[config.mk]
export PLATFORM = sky130hd
export DESIGN_NAME = reorder_buffer
export DESIGN_NICKNAME = d
export VERILOG_FILES = /design/src/rtl/reorder_buffer.sv
export SDC_FILE = /design/constraint.sdc
export NUM_CORES = 1
export LEC_CHECK = 0
export CAP_MARGIN = 30
export CORE_MARGIN = 2
export CORE_UTILIZATION = 30
export CTS_BUF_LIST = sky130_fd_sc_hd__clkbuf_8
export DETAILED_ROUTE_END_ITERATION = 10
export SLEW_MARGIN = 5
export SYNTH_ARGS = -nofsm -noshare
export SYNTH_HDL_FRONTEND = slang
export SYNTH_SLANG_ARGS = --single-unit
[constraint.sdc]
create_clock -name clk -period 6 [get_ports clk]
set_input_delay 1.5 -clock clk [delete_from_list [all_inputs] [get_ports clk]]
set_output_delay 1.5 -clock clk [all_outputs]
set_load 0.005 [all_outputs]
[src/rtl/reorder_buffer.sv]
// In-order retirement buffer: one allocation per cycle, two completion lanes, and up to two
// in-order retirements per cycle that return the rd's previous tag to the rename free pool.
module reorder_buffer #(
    parameter int unsigned NUM_TAGS      = 64,
    parameter int unsigned NUM_TAGS_LOG2 = $clog2(NUM_TAGS),
    parameter int unsigned ROB_DEPTH     = 16,
    parameter int unsigned ROB_IDX_W     = $clog2(ROB_DEPTH)
) (
    input  logic                     clk,
    input  logic                     rst,
    input  logic                     alloc_valid,
    input  logic                     alloc_has_rd,
    input  logic [NUM_TAGS_LOG2-1:0] alloc_tag_old,
    output logic                     alloc_ready,
    output logic [ROB_IDX_W-1:0]     alloc_idx,
    input  logic [1:0]               complete_valid,
    input  logic [ROB_IDX_W-1:0]     complete_idx [0:1],
    output logic [NUM_TAGS_LOG2-1:0] retire_tag   [0:1],
    output logic [1:0]               retire_valid,
    output logic [ROB_IDX_W:0]       rob_count,
    output logic                     rob_empty
);

    // Pointers carry one extra wrap bit above the entry index.
    typedef logic [ROB_IDX_W:0] ptr_t;
    localparam ptr_t DepthCnt = ptr_t'(ROB_DEPTH);

    ptr_t head_q, head_d;
    ptr_t tail_q, tail_d;
    ptr_t count_q, count_d;

    logic [ROB_DEPTH-1:0]     valid_q, valid_d;
    logic [ROB_DEPTH-1:0]     done_q, done_d;
    logic [ROB_DEPTH-1:0]     has_rd_q;
    logic [NUM_TAGS_LOG2-1:0] tag_old_q [ROB_DEPTH];

    logic [ROB_IDX_W-1:0] head_idx;
    logic [ROB_IDX_W-1:0] tail_idx;
    logic [ROB_IDX_W-1:0] slot_idx [2];
    logic [1:0]           retire_ok;
    logic [1:0]           retire_cnt;
    logic                 alloc_fire;

    assign head_idx    = head_q[ROB_IDX_W-1:0];
    assign tail_idx    = tail_q[ROB_IDX_W-1:0];
    assign slot_idx[0] = head_idx;
    assign slot_idx[1] = head_idx + 1'b1;

    assign alloc_ready = (count_q < DepthCnt);
    assign alloc_idx   = tail_idx;
    assign alloc_fire  = alloc_valid & alloc_ready;
    assign rob_count   = count_q;
    assign rob_empty   = (count_q == '0);

    // Slot 1 may only retire behind slot 0, which keeps retirement in program order.
    assign retire_ok[0] = valid_q[slot_idx[0]] & done_q[slot_idx[0]];
    assign retire_ok[1] = retire_ok[0] & valid_q[slot_idx[1]] & done_q[slot_idx[1]];
    assign retire_cnt   = {1'b0, retire_ok[0]} + {1'b0, retire_ok[1]};

    always_comb begin
        for (int i = 0; i < 2; i++) begin
            retire_valid[i] = retire_ok[i] & has_rd_q[slot_idx[i]]
                            & (tag_old_q[slot_idx[i]] != '0);
            retire_tag[i]   = retire_valid[i] ? tag_old_q[slot_idx[i]] : '0;
        end
    end

    always_comb begin
        head_d  = head_q + ptr_t'(retire_cnt);
        tail_d  = tail_q + ptr_t'(alloc_fire);
        count_d = count_q + ptr_t'(alloc_fire) - ptr_t'(retire_cnt);
    end

    // Completions only mark live entries; retire then alloc override them per slot.
    always_comb begin
        valid_d = valid_q;
        done_d  = done_q;
        for (int l = 0; l < 2; l++) begin
            if (complete_valid[l] && valid_q[complete_idx[l]]) begin
                done_d[complete_idx[l]] = 1'b1;
            end
        end
        for (int i = 0; i < 2; i++) begin
            if (retire_ok[i]) begin
                valid_d[slot_idx[i]] = 1'b0;
                done_d[slot_idx[i]]  = 1'b0;
            end
        end
        if (alloc_fire) begin
            valid_d[tail_idx] = 1'b1;
            done_d[tail_idx]  = 1'b0;
        end
    end

    always_ff @(posedge clk) begin
        if (rst) begin
            head_q  <= '0;
            tail_q  <= '0;
            count_q <= '0;
            valid_q <= '0;
            done_q  <= '0;
        end else begin
            head_q  <= head_d;
            tail_q  <= tail_d;
            count_q <= count_d;
            valid_q <= valid_d;
            done_q  <= done_d;
        end
    end

    // Payload needs no reset: it is only observed through a set valid bit.
    always_ff @(posedge clk) begin
        if (alloc_fire) begin
            has_rd_q[tail_idx]  <= alloc_has_rd;
            tag_old_q[tail_idx] <= alloc_tag_old;
        end
    end

endmodule

# Word-level counts from Yosys, hierarchy flattened

Memories as Yosys holds them, arrays and structs flattened. A register that Yosys moved wholly into a read port is not among the register bits.
Index checks and enable logic that the tools add are counted.

Register bits: 63
Memory bits (writable): 96
Input bits: 20
Output and inout bits: 25
Logic and storage cells: 93
Memories: 1

Memory list:

| memory    | depth | width | read ports | clocked after Yosys merged registers in | wr ports | RTL line | text |
|---|---|---|---|---|---|---|---|
| tag_old_q | 16    | 6     | 2          | 1                                       | 1        | 35       | `logic [NUM_TAGS_LOG2-1:0] tag_old_q [ROB_DEPTH];` |

$add $sub $neg: 6
Magnitude comparators: 11
Muxes and demuxes: 40
Bitwise logic cells: 19
Reduce and logical (&&, ||, !) cells: 10

Operator list:

| cell                                                               | number |
|---|---|
| two-way mux 16 bit                                                 | 8 |
| AND 16 bit                                                         | 5 |
| inverter 16 bit                                                    | 3 |
| OR 16 bit                                                          | 3 |
| binary-select mux 1 bit (select 4 bit)                             | 8 |
| less-than comparator 4 x 5 -> 1 bit (second input constant)        | 5 |
| demux 1 bit (select 4 bit)                                         | 5 |
| greater-or-equal comparator 4 x 1 -> 1 bit (second input constant) | 5 |
| bitwise mux 16 bit                                                 | 1 |
| two-way mux 1 bit                                                  | 15 |
| two-way mux 6 bit                                                  | 2 |
| nonzero test 6 bit                                                 | 2 |
| adder 5 x 1 -> 5 bit                                               | 2 |
| AND 1 bit                                                          | 8 |
| logical AND 1 bit                                                  | 7 |
| adder 5 x 2 -> 5 bit                                               | 1 |
| logical NOT 5 bit                                                  | 1 |
| less-than comparator 5 bit (second input constant)                 | 1 |
| subtractor 5 x 2 -> 5 bit                                          | 1 |
| adder 4 x 1 -> 4 bit (second input constant)                       | 1 |
| two-way mux 4 bit                                                  | 1 |
| adder 1 x 1 -> 2 bit                                               | 1 |

# Longest topological paths before layout

Gate-level depths: netlist of the first run.

Depth after elaboration: 14
Gate-level depth with buffers: 23
Depth with buffers taken out: 18

# Worst setup path after synthesis of the first run

OpenSTA, ideal clock, no wires.

Path kind: register to output
Start point: reg head_q[1]
End point: out retire_valid[1]
Data arrival time: 3.558 ns
Required time: 4.500 ns
Path slack: 0.942 ns
Stages on the path, launching flop included: 12
Path buffers: 6
Cell sequence: dfxtp_1 > buf_2 > buf_4 > buf_1 > inv_1 > ha_1 > buf_2 > buf_2 > clkbuf_1 > mux4_2 > mux4_2 > o31a_1

Cells in the longest elaborated chain, start to end: 7
Elaborated cells between the ends (all ways): 18
Those cells by class: add/sub (1); mux (10); bitwise (5); reduce/logical (1); memory (1)

Ends and longest elaborated chain:

| item                                                                           | RTL line | text |
|---|---|---|
| start, declared                                                                | 28       | `ptr_t head_q, head_d;` |
| start signal, assigned                                                         | 97       | `head_q <= '0;` |
| start signal, assigned                                                         | 103      | `head_q <= head_d;` |
| adder 4 x 1 -> 4 bit or binary-select mux 1 bit (select 4 bit) (tied branches) | 47, 56   |  |
| binary-select mux 1 bit (select 4 bit) or two-way mux 1 bit (tied branches)    | 57, 56   |  |
| two-way mux 1 bit (implied by the code) or AND 1 bit (tied branches)           | 57, 56   |  |
| AND 1 bit (2 in a row)                                                         | 57       | `assign retire_ok[1] = retire_ok[0] & valid_q[slot_idx[1]] & done_q[slot_idx[1]];` |
| AND 1 bit                                                                      | 62       | `retire_valid[i] = retire_ok[i] & has_rd_q[slot_idx[i]]` |
| AND 1 bit *                                                                    | 63       | `& (tag_old_q[slot_idx[i]] != '0);` |
| end, declared                                                                  | 19       | `output logic [1:0] retire_valid,` |

Mark *: on every way between the ends. The rest lies on a longest branch, timed or not. The select of a mux whose other input is x is not followed.

# Worst setup path in the final report of the first run

Start point: reg head_q[0]
End point: out retire_valid[1]

Same word-level chain as after synthesis.

==> out/results.txt, run 1 <==
The number of global-route vias before repair came out at 5773. The net count of the finished layout is 687. The run gives 36000 um as the wire length of the first global-routing pass. The smallest hold slack was 548 ps.

Adding up every negative setup slack in the final design gives 0 ps. For the pin with the worst max-slew slack, the measured transition is 915 ps. The logs give 0.167 for the global routing usage summed across all routing layers and 0.503 for the sequential area share after synthesis.

In the layout the commonest cells are edfxtp_1 (112), mux4_2 (85), clkdlybuf4s50_1 (44). The logs give 597 for the post-synthesis instance total and 16500 um for the half-perimeter wire length of the detailed placement result. Final count of negative-setup-slack endpoints: 0. The clock skew after layout came out at 21.1 ps. In the routed layout, each cell is associated on average with a via count of 5.55. The critical path start-end classification was reg2out. The cell area that synthesis handed to floorplanning was 0.00847 sq mm. The count of nets left with antenna violations once routing finished came out at 0. The initial antenna violation count is 0, and the reported max-cap violation count is 0. TritonCTS created 17 clock buffers. The placeable core region came out at 0.0278 sq mm.

The filler cells instantiated in the layout total 2715. STA puts the critical path data arrival time at 4140 ps. Once the clock tree was built, the resizer swapped 0 gates to a different size.

During I/O placement, the number of pins put on the boundary was 45. After clock tree synthesis, the setup repair step added 0 buffers. In the routed design, unresolved DRC markers number 0. For this design, the sink count on the clock tree is 157. The total of flip-flops plus latches after synthesis is 157. The floorplan step set the die width to 172 um.

For this design the ratio of total power to cell area is 232 mW/mm^2. The weighted congestion reported at the end of routability-driven placement is 0.914, and the overall via count from detail_route is 5765. The number of different library cells used by synthesis comes to 56. Entering global routing, the biggest net connects 51 pins. The run gives 0.0296 sq mm as the die footprint.

The async set or reset register ratio after synthesis works out to 0. The run finished with clean final reports. The clock period could shrink to 5640 ps. Data on the critical path is required at its endpoint by 4500 ps.

The number of slew-limit violations in the final report is 0, and the buffer depth of the longest clock path is 2. The endpoint class of the critical path is a primary output. The tools report the root buffer selected by CTS as clkbuf_8. Count of input and output buffers: 44.

The category of the worst setup path launch point was a flop. The commonest non-fill, non-tap cell in the layout is edfxtp_1. Synthesis produced a netlist with a net count of 637.

The maximum level of the CTS H-tree was 4. The final layout contains routed wiring with a total length of 23600 um. The floorplan step set the die height to 172 um.

For this run, the leading register cell type out of synthesis is edfxtp_1. The floorplan has 61 rows. Setup repair after global routing left no endpoint under its margin. For this block, the initial DRC count from the detailed router was 479.

The area growth from synthesis to final layout was 15.9%. The worst hold path belongs to the class reg2reg. The largest fanout on the critical path was 28; the total of hold buffers inserted after clock tree synthesis was 0.

The number of failing hold endpoints at the final stage came out at 0. The iteration count of the initial detailed-routing pass is 5, and the share of post-route cells with drive strength above 1 is 0.239. Dividing the detail-routed wire length by the instance count gives 22.7 um. The total overflow left after global routing is 0. The register clock-pin slew on the reported worst setup and hold paths was 110 ps; the highest ir drop seen on vdd was 0.115 mV.

TritonCTS built the clock tree. The tools report the clock latency of the later-clocked register in the worst-skew pair as 480 ps. The run gives 0.305 as the starting density of the core. The repair_antennas step left the layout with diodes totalling 0.

The Yosys step of the flow raised 0 warnings. The headroom to the max-slew limit came out at 0.388. The run gives 0.177 GHz as the maximum clock frequency. Yosys mapped a number of flops with a built-in enable equal to 112.

Share of the clock period used by the worst path after layout: 0.940. Dividing the synthesized area by the synthesized cell count gives 14.2 sq um. The run gives 3.14 nW as the leakage power of the design.
cells in the mapped netlist, types with 3 or more instances:
| master | count | area (sq um) |
|---|---|---|
| buf_2 | 15 | 75.1 |
| dfxtp_1 | 45 | 901 |
| buf_1 | 5 | 18.8 |
| nor4_1 | 10 | 62.6 |
| nor2b_1 | 6 | 37.5 |
| o2bb2ai_1 | 7 | 61.3 |
| nand4_1 | 5 | 31.3 |
| a221oi_1 | 11 | 96.3 |
| nor3b_1 | 6 | 45.0 |
| nand3_1 | 23 | 115 |
| and3_1 | 19 | 119 |
| a2111o_1 | 3 | 33.8 |
| nand3b_1 | 4 | 30.0 |
| buf_4 | 3 | 22.5 |
| mux4_2 | 85 | 1910 |
| nor2_1 | 39 | 146 |
| edfxtp_1 | 112 | 3360 |
| a311oi_1 | 5 | 43.8 |
| a21oi_1 | 12 | 60.1 |
| clkbuf_1 | 17 | 63.8 |
| mux2i_1 | 4 | 40.0 |
| xnor2_1 | 5 | 43.8 |
| o21a_1 | 4 | 30.0 |
| a41o_1 | 5 | 50.1 |
| xor2_1 | 6 | 52.6 |
| ha_1 | 18 | 225 |
| a221o_1 | 9 | 90.1 |
| inv_1 | 17 | 63.8 |
| and2_1 | 7 | 43.8 |
| nand2_1 | 37 | 139 |
| mux2_2 | 4 | 45.0 |
| or3_1 | 3 | 18.8 |
| nor3_1 | 11 | 55.1 |
| and3b_1 | 5 | 43.8 |
power by group:
part	internal (W)	switching (W)
Combinational	0.000130	0.000133
Sequential	0.00120	0.0000326
Clock	0.000314	0.000476
logic make-up after synthesis:
kind of cell,Yosys count,share of synthesized area
muxes,94,0.239
AOI/OAI and AO/OA,72,0.0703
adders and majority gates,20,0.0313
and+or+nand+nor,182,0.111
xor gates and xnor gates,11,0.0114
DFF,157,0.503
buffers and inverters,61,0.0334
path summary, 6_finish.rpt:
kind	start	slack [ps]	to	cells past startpoint
hold reg to reg	valid_q[7]$_SDFF_PP0_	550	valid_q[7]$_SDFF_PP0_	2
setup / recovery	head_q[0]$_SDFF_PP0_	360	retire_valid[1]	8
hold / removal	valid_q[7]$_SDFF_PP0_	550	valid_q[7]$_SDFF_PP0_	2
setup reg to reg	head_q[1]$_SDFF_PP0_	1450	rob_count[4]$_SDFF_PP0_	18
through the flow:
step           total power (W)  std cells  worst slack (ps)  instance area (sq um)   util
2_1_floorplan          0.00139        597               942                   8470      -
3_3_place_gp           0.00151       1004               889                   9410  0.339
3_5_place_dp           0.00152       1006               816                   9430  0.339
4_1_cts                0.00230       1038               298                   9820  0.354
5_1_grt                0.00237       1038              9.05                   9820  0.354
6_report               0.00228       1038               359                   9820  0.354
sequential cells by signal, indices dropped and copies added (netlist names):
name / count
has_rd_q: 16
tag_old_q: 96
head_q: 4
rob_count: 5
valid_q: 16
tail_q: 4
done_q: 16
layer usage:
metal | vias up | share of wire | global-route usage
met2 | 270 | 0.50 | 0.278
met5 | - | 0 | 0
met3 | 46 | 0.061 | 0.0325
li1 | 2528 | - | -
met4 | 0 | 0.031 | 0.0617
met1 | 2921 | 0.41 | 0.216
critical path: stages (launching register included):
cell	delay, ps
dfxtp_4	610
inv_2	200
ha_1	340
buf_4	290
mux4_2	360
mux4_2	530
or4_1	600
o31a_1	270
clkdlybuf4s50_1	440
cell type report:
class,count,area (sq um),area share
tap,378,473,0.0481
timing repair buffer,73,674,0.0686
clock inverter,15,163,0.0166
sequential,157,4270,0.435
multi-input combinational,379,3940,0.401
clock buffer,17,234,0.0238
inverter,19,71.3,0.00726
Power figures use the tool's default switching activity.
==> run 2: changes to the inputs <==
Settings changed: CORE_UTILIZATION 30 to 29.
==> run 2 against run 1 <==
  * First-iteration DRC count rose by 53%
  * Global-route usage down 0.59 points
  * Clock-buffer cell count unchanged
  * Via count grew 1.4%
  * Largest power group unchanged
  * Highest routed layer unchanged
==> out/results.txt, run 2 (synthesis results as in run 1) <==
At the later pin of the worst-skew pair, clock insertion delay measures 470 ps. Initial antenna violation count: 0. Across the VDD grid, the largest voltage drop is 0.135 mV.

STA puts the critical path data arrival time at 4200 ps. The global routing usage summed across all routing layers was 0.161. The tools report the wire length of the first global-routing pass as 36700 um. The startpoint identified for the worst hold timing path is valid_q[5]$_SDFF_PP0_. For the footprint of the flip-flops and latches, the log shows 0.00427 sq mm. After the last flow step, the layout net total stands at 689. The leakage power of the design came out at 3.17 nW. Maximum clock frequency: 0.176 GHz.

Setup repair after global routing left no endpoint under its margin. The total congestion overflow was 0. The clock skew after layout is 11.8 ps. The worst setup path is captured at a primary output. The path type of the worst min-delay path is reg2reg.

Along the worst hold path, the cell count comes to 2. Maximum level of the CTS H-tree: 4. Clock tree synthesis inserted a total of 17 buffers. The critical path goes through inv_1 > ha_1 > buf_4 > mux4_1 > mux4_2 > or4_1 > o31a_1 > clkdlybuf4s50_1. The worst setup path is of the reg2out kind. For this run, the detailed router's first-pass iteration total came to 5. Starting density of the core: 0.295.

The measured slew at the worst slew-check pin was 906 ps. The count of input and output buffers was 44; the detailed-route wire length per cell was 22.7 um. The register clock-pin slew on the reported worst setup and hold paths came out at 100 ps. The total inserted antenna cells was 0. Counting both buffers and inverters, the worst setup path holds a total of 3. TritonCTS built the clock tree. The number of global-route vias before repair is 5848. Summing internal, switching and leakage power gives 0.00232 W. The logs give 0 ps for the final-layout setup total negative slack and 0.889 for the weighted congestion reported at the end of routability-driven placement. The worst setup path is launched from a flop. The TritonCTS sink count is 157, and the required time of the critical path is 4500 ps.

The final routed DRC violation total was 0. The reg2reg setup slack is 1290 ps. Wires add up to 23700 um.

The share of the clock period used by the worst path after layout works out to 0.949. The tool flagged a number of max-cap violations equal to 0. The die extent in y is 175 um, and the smallest hold slack is 564 ps.

In the layout the commonest cells are edfxtp_1 (112), mux4_2 (85), clkdlybuf4s50_1 (44). In this run the worst setup path begins at head_q[1]$_SDFF_PP0_. Buffers added to address setup during post-CTS repair amount to 0. The routed layout has 5843 vias. The most flop-heavy register is tag_old_q.

Summing all multi-input logic gate instances after layout gives 0.00394 sq mm. The area growth from synthesis to final layout is 16.4%. In this run the power density over the cells is 235 mW/mm^2.

Hold repair after CTS inserted 0 buffers. Once routing completed, OpenROAD measured the worst setup slack at 304 ps. The shortest clock period the worst path allows after layout came out at 5700 ps. Commonest non-fill, non-tap cell in the layout: edfxtp_1.

The tools report the number of slew-limit violations in the final report as 0. The logs give 2796 for the filler cell count and 734 for the number of violations reported at the end of detailed-routing iteration 0. The run gives 0 as the number of failing hold endpoints at the final stage. The number of stages on the worst setup path is 8. The run gives 60 as the maximum number of pins on one net before global-route repair. In this run the clock root is driven by a clkbuf_8.

On the worst path, the slowest cell contributes a delay of 650 ps. In this run the count of I/O pins placed on the die edge is 45. The floorplan step defined a die boundary enclosing 0.0306 sq mm. In this run the standard cell core region covers 0.0287 sq mm. In this run the horizontal extent of the chip is 175 um. The run finished with clean final reports. The logs give 0 for the final count of negative-setup-slack endpoints and 0 for the number of nets with antenna violations after detailed routing. OpenSTA, run right after detailed placement, puts the worst setup slack at 799 ps. The slowest cell on the critical path is ha_1. The share of post-route cells with drive strength above 1 works out to 0.243. The buffer depth of the longest clock path is 2, and the placement row count is 62. The headroom to the max-slew limit is 0.396. Broken down by cell family, the worst path's largest delay share belongs to buffers and inverters. The worst register-to-register path begins at head_q[1]$_SDFF_PP0_. Measured in cells, the most critical reg-to-reg path has a length of 20. The flip-flop count of the largest register, all copies and words added is 96. The number of cells upsized or downsized after cts is 0. The post-detailed-route via-to-cell ratio was 5.59; the half-perimeter wire length of the detailed placement result was 16700 um.

The largest fanout on the critical path came out at 24.
[run 2: cell count changes in the layout (fill, tap and decap cells not counted)]
cell | previous run | this run
bufinv_16 | 0 | 1
nor2_2 | 0 | 1
nor2_1 | 39 | 38
inv_8 | 5 | 7
clkinv_4 | 0 | 1
buf_12 | 1 | 0
buf_6 | 1 | 3
clkinvlp_4 | 3 | 0
clkinv_8 | 3 | 2
buf_4 | 27 | 28
[run 2: final cells by class]
type                    instances  share of cell area
clock buffers                  17              0.0237
multi-input cells             379               0.399
repair buffers                 75              0.0694
flip-flops and latches        157               0.433
inverters                      19             0.00723
clock inverters                15              0.0188
well taps                     384              0.0487
[run 2: report_power, final]
group          internal [W]  total (W)  leakage [nW]  switching, W
clock              0.000360   0.000834         0.215      0.000474
combinational      0.000129   0.000260          1.58      0.000131
sequential          0.00120    0.00123          1.38     0.0000338
total               0.00168    0.00232          3.17      0.000639
[run 2: worst reg2reg max path, cell delays in order (launching register included)]
cell	delay [ps]
dfxtp_4	560
inv_1	170
ha_1	650
buf_4	270
and3b_1	190
a311oi_1	240
a311oi_1	80
buf_4	170
or3_1	320
nor3b_1	160
ha_1	340
ha_1	300
inv_1	40
ha_1	180
inv_1	70
fa_1	190
inv_1	50
a21oi_1	120
nor2_1	60
or3_1	340
a21oi_1	140
[run 2: worst paths after layout]
kind | end
setup / recovery | retire_valid[1]
hold / removal | valid_q[5]$_SDFF_PP0_
setup reg to reg | rob_count[4]$_SDFF_PP0_
hold reg to reg | valid_q[5]$_SDFF_PP0_
[run 2: stage by stage]
step	std cells	utilization	instance area [sq um]
after floorplan	597	-	8470
after global placement	1009	0.327	9400
after detailed placement	1014	0.329	9450
after CTS	1046	0.344	9870
after global routing	1046	0.344	9870
final	1046	0.344	9870
[run 2: per-layer routing]
metal  up-vias  GRT usage  part of all wire
met3        54     0.0335             0.082
met1      2977      0.216              0.41
met5         -          0                 0
met4         0     0.0590             0.031
met2       290      0.257              0.47
li1       2522          -                 -
==> run 3: changes to the inputs <==
Settings changed: CTS_CLUSTER_DIAMETER set to 80.
==> results of run 3 <==
The final DEF is identical to that of run 2; final timing and power are the same.
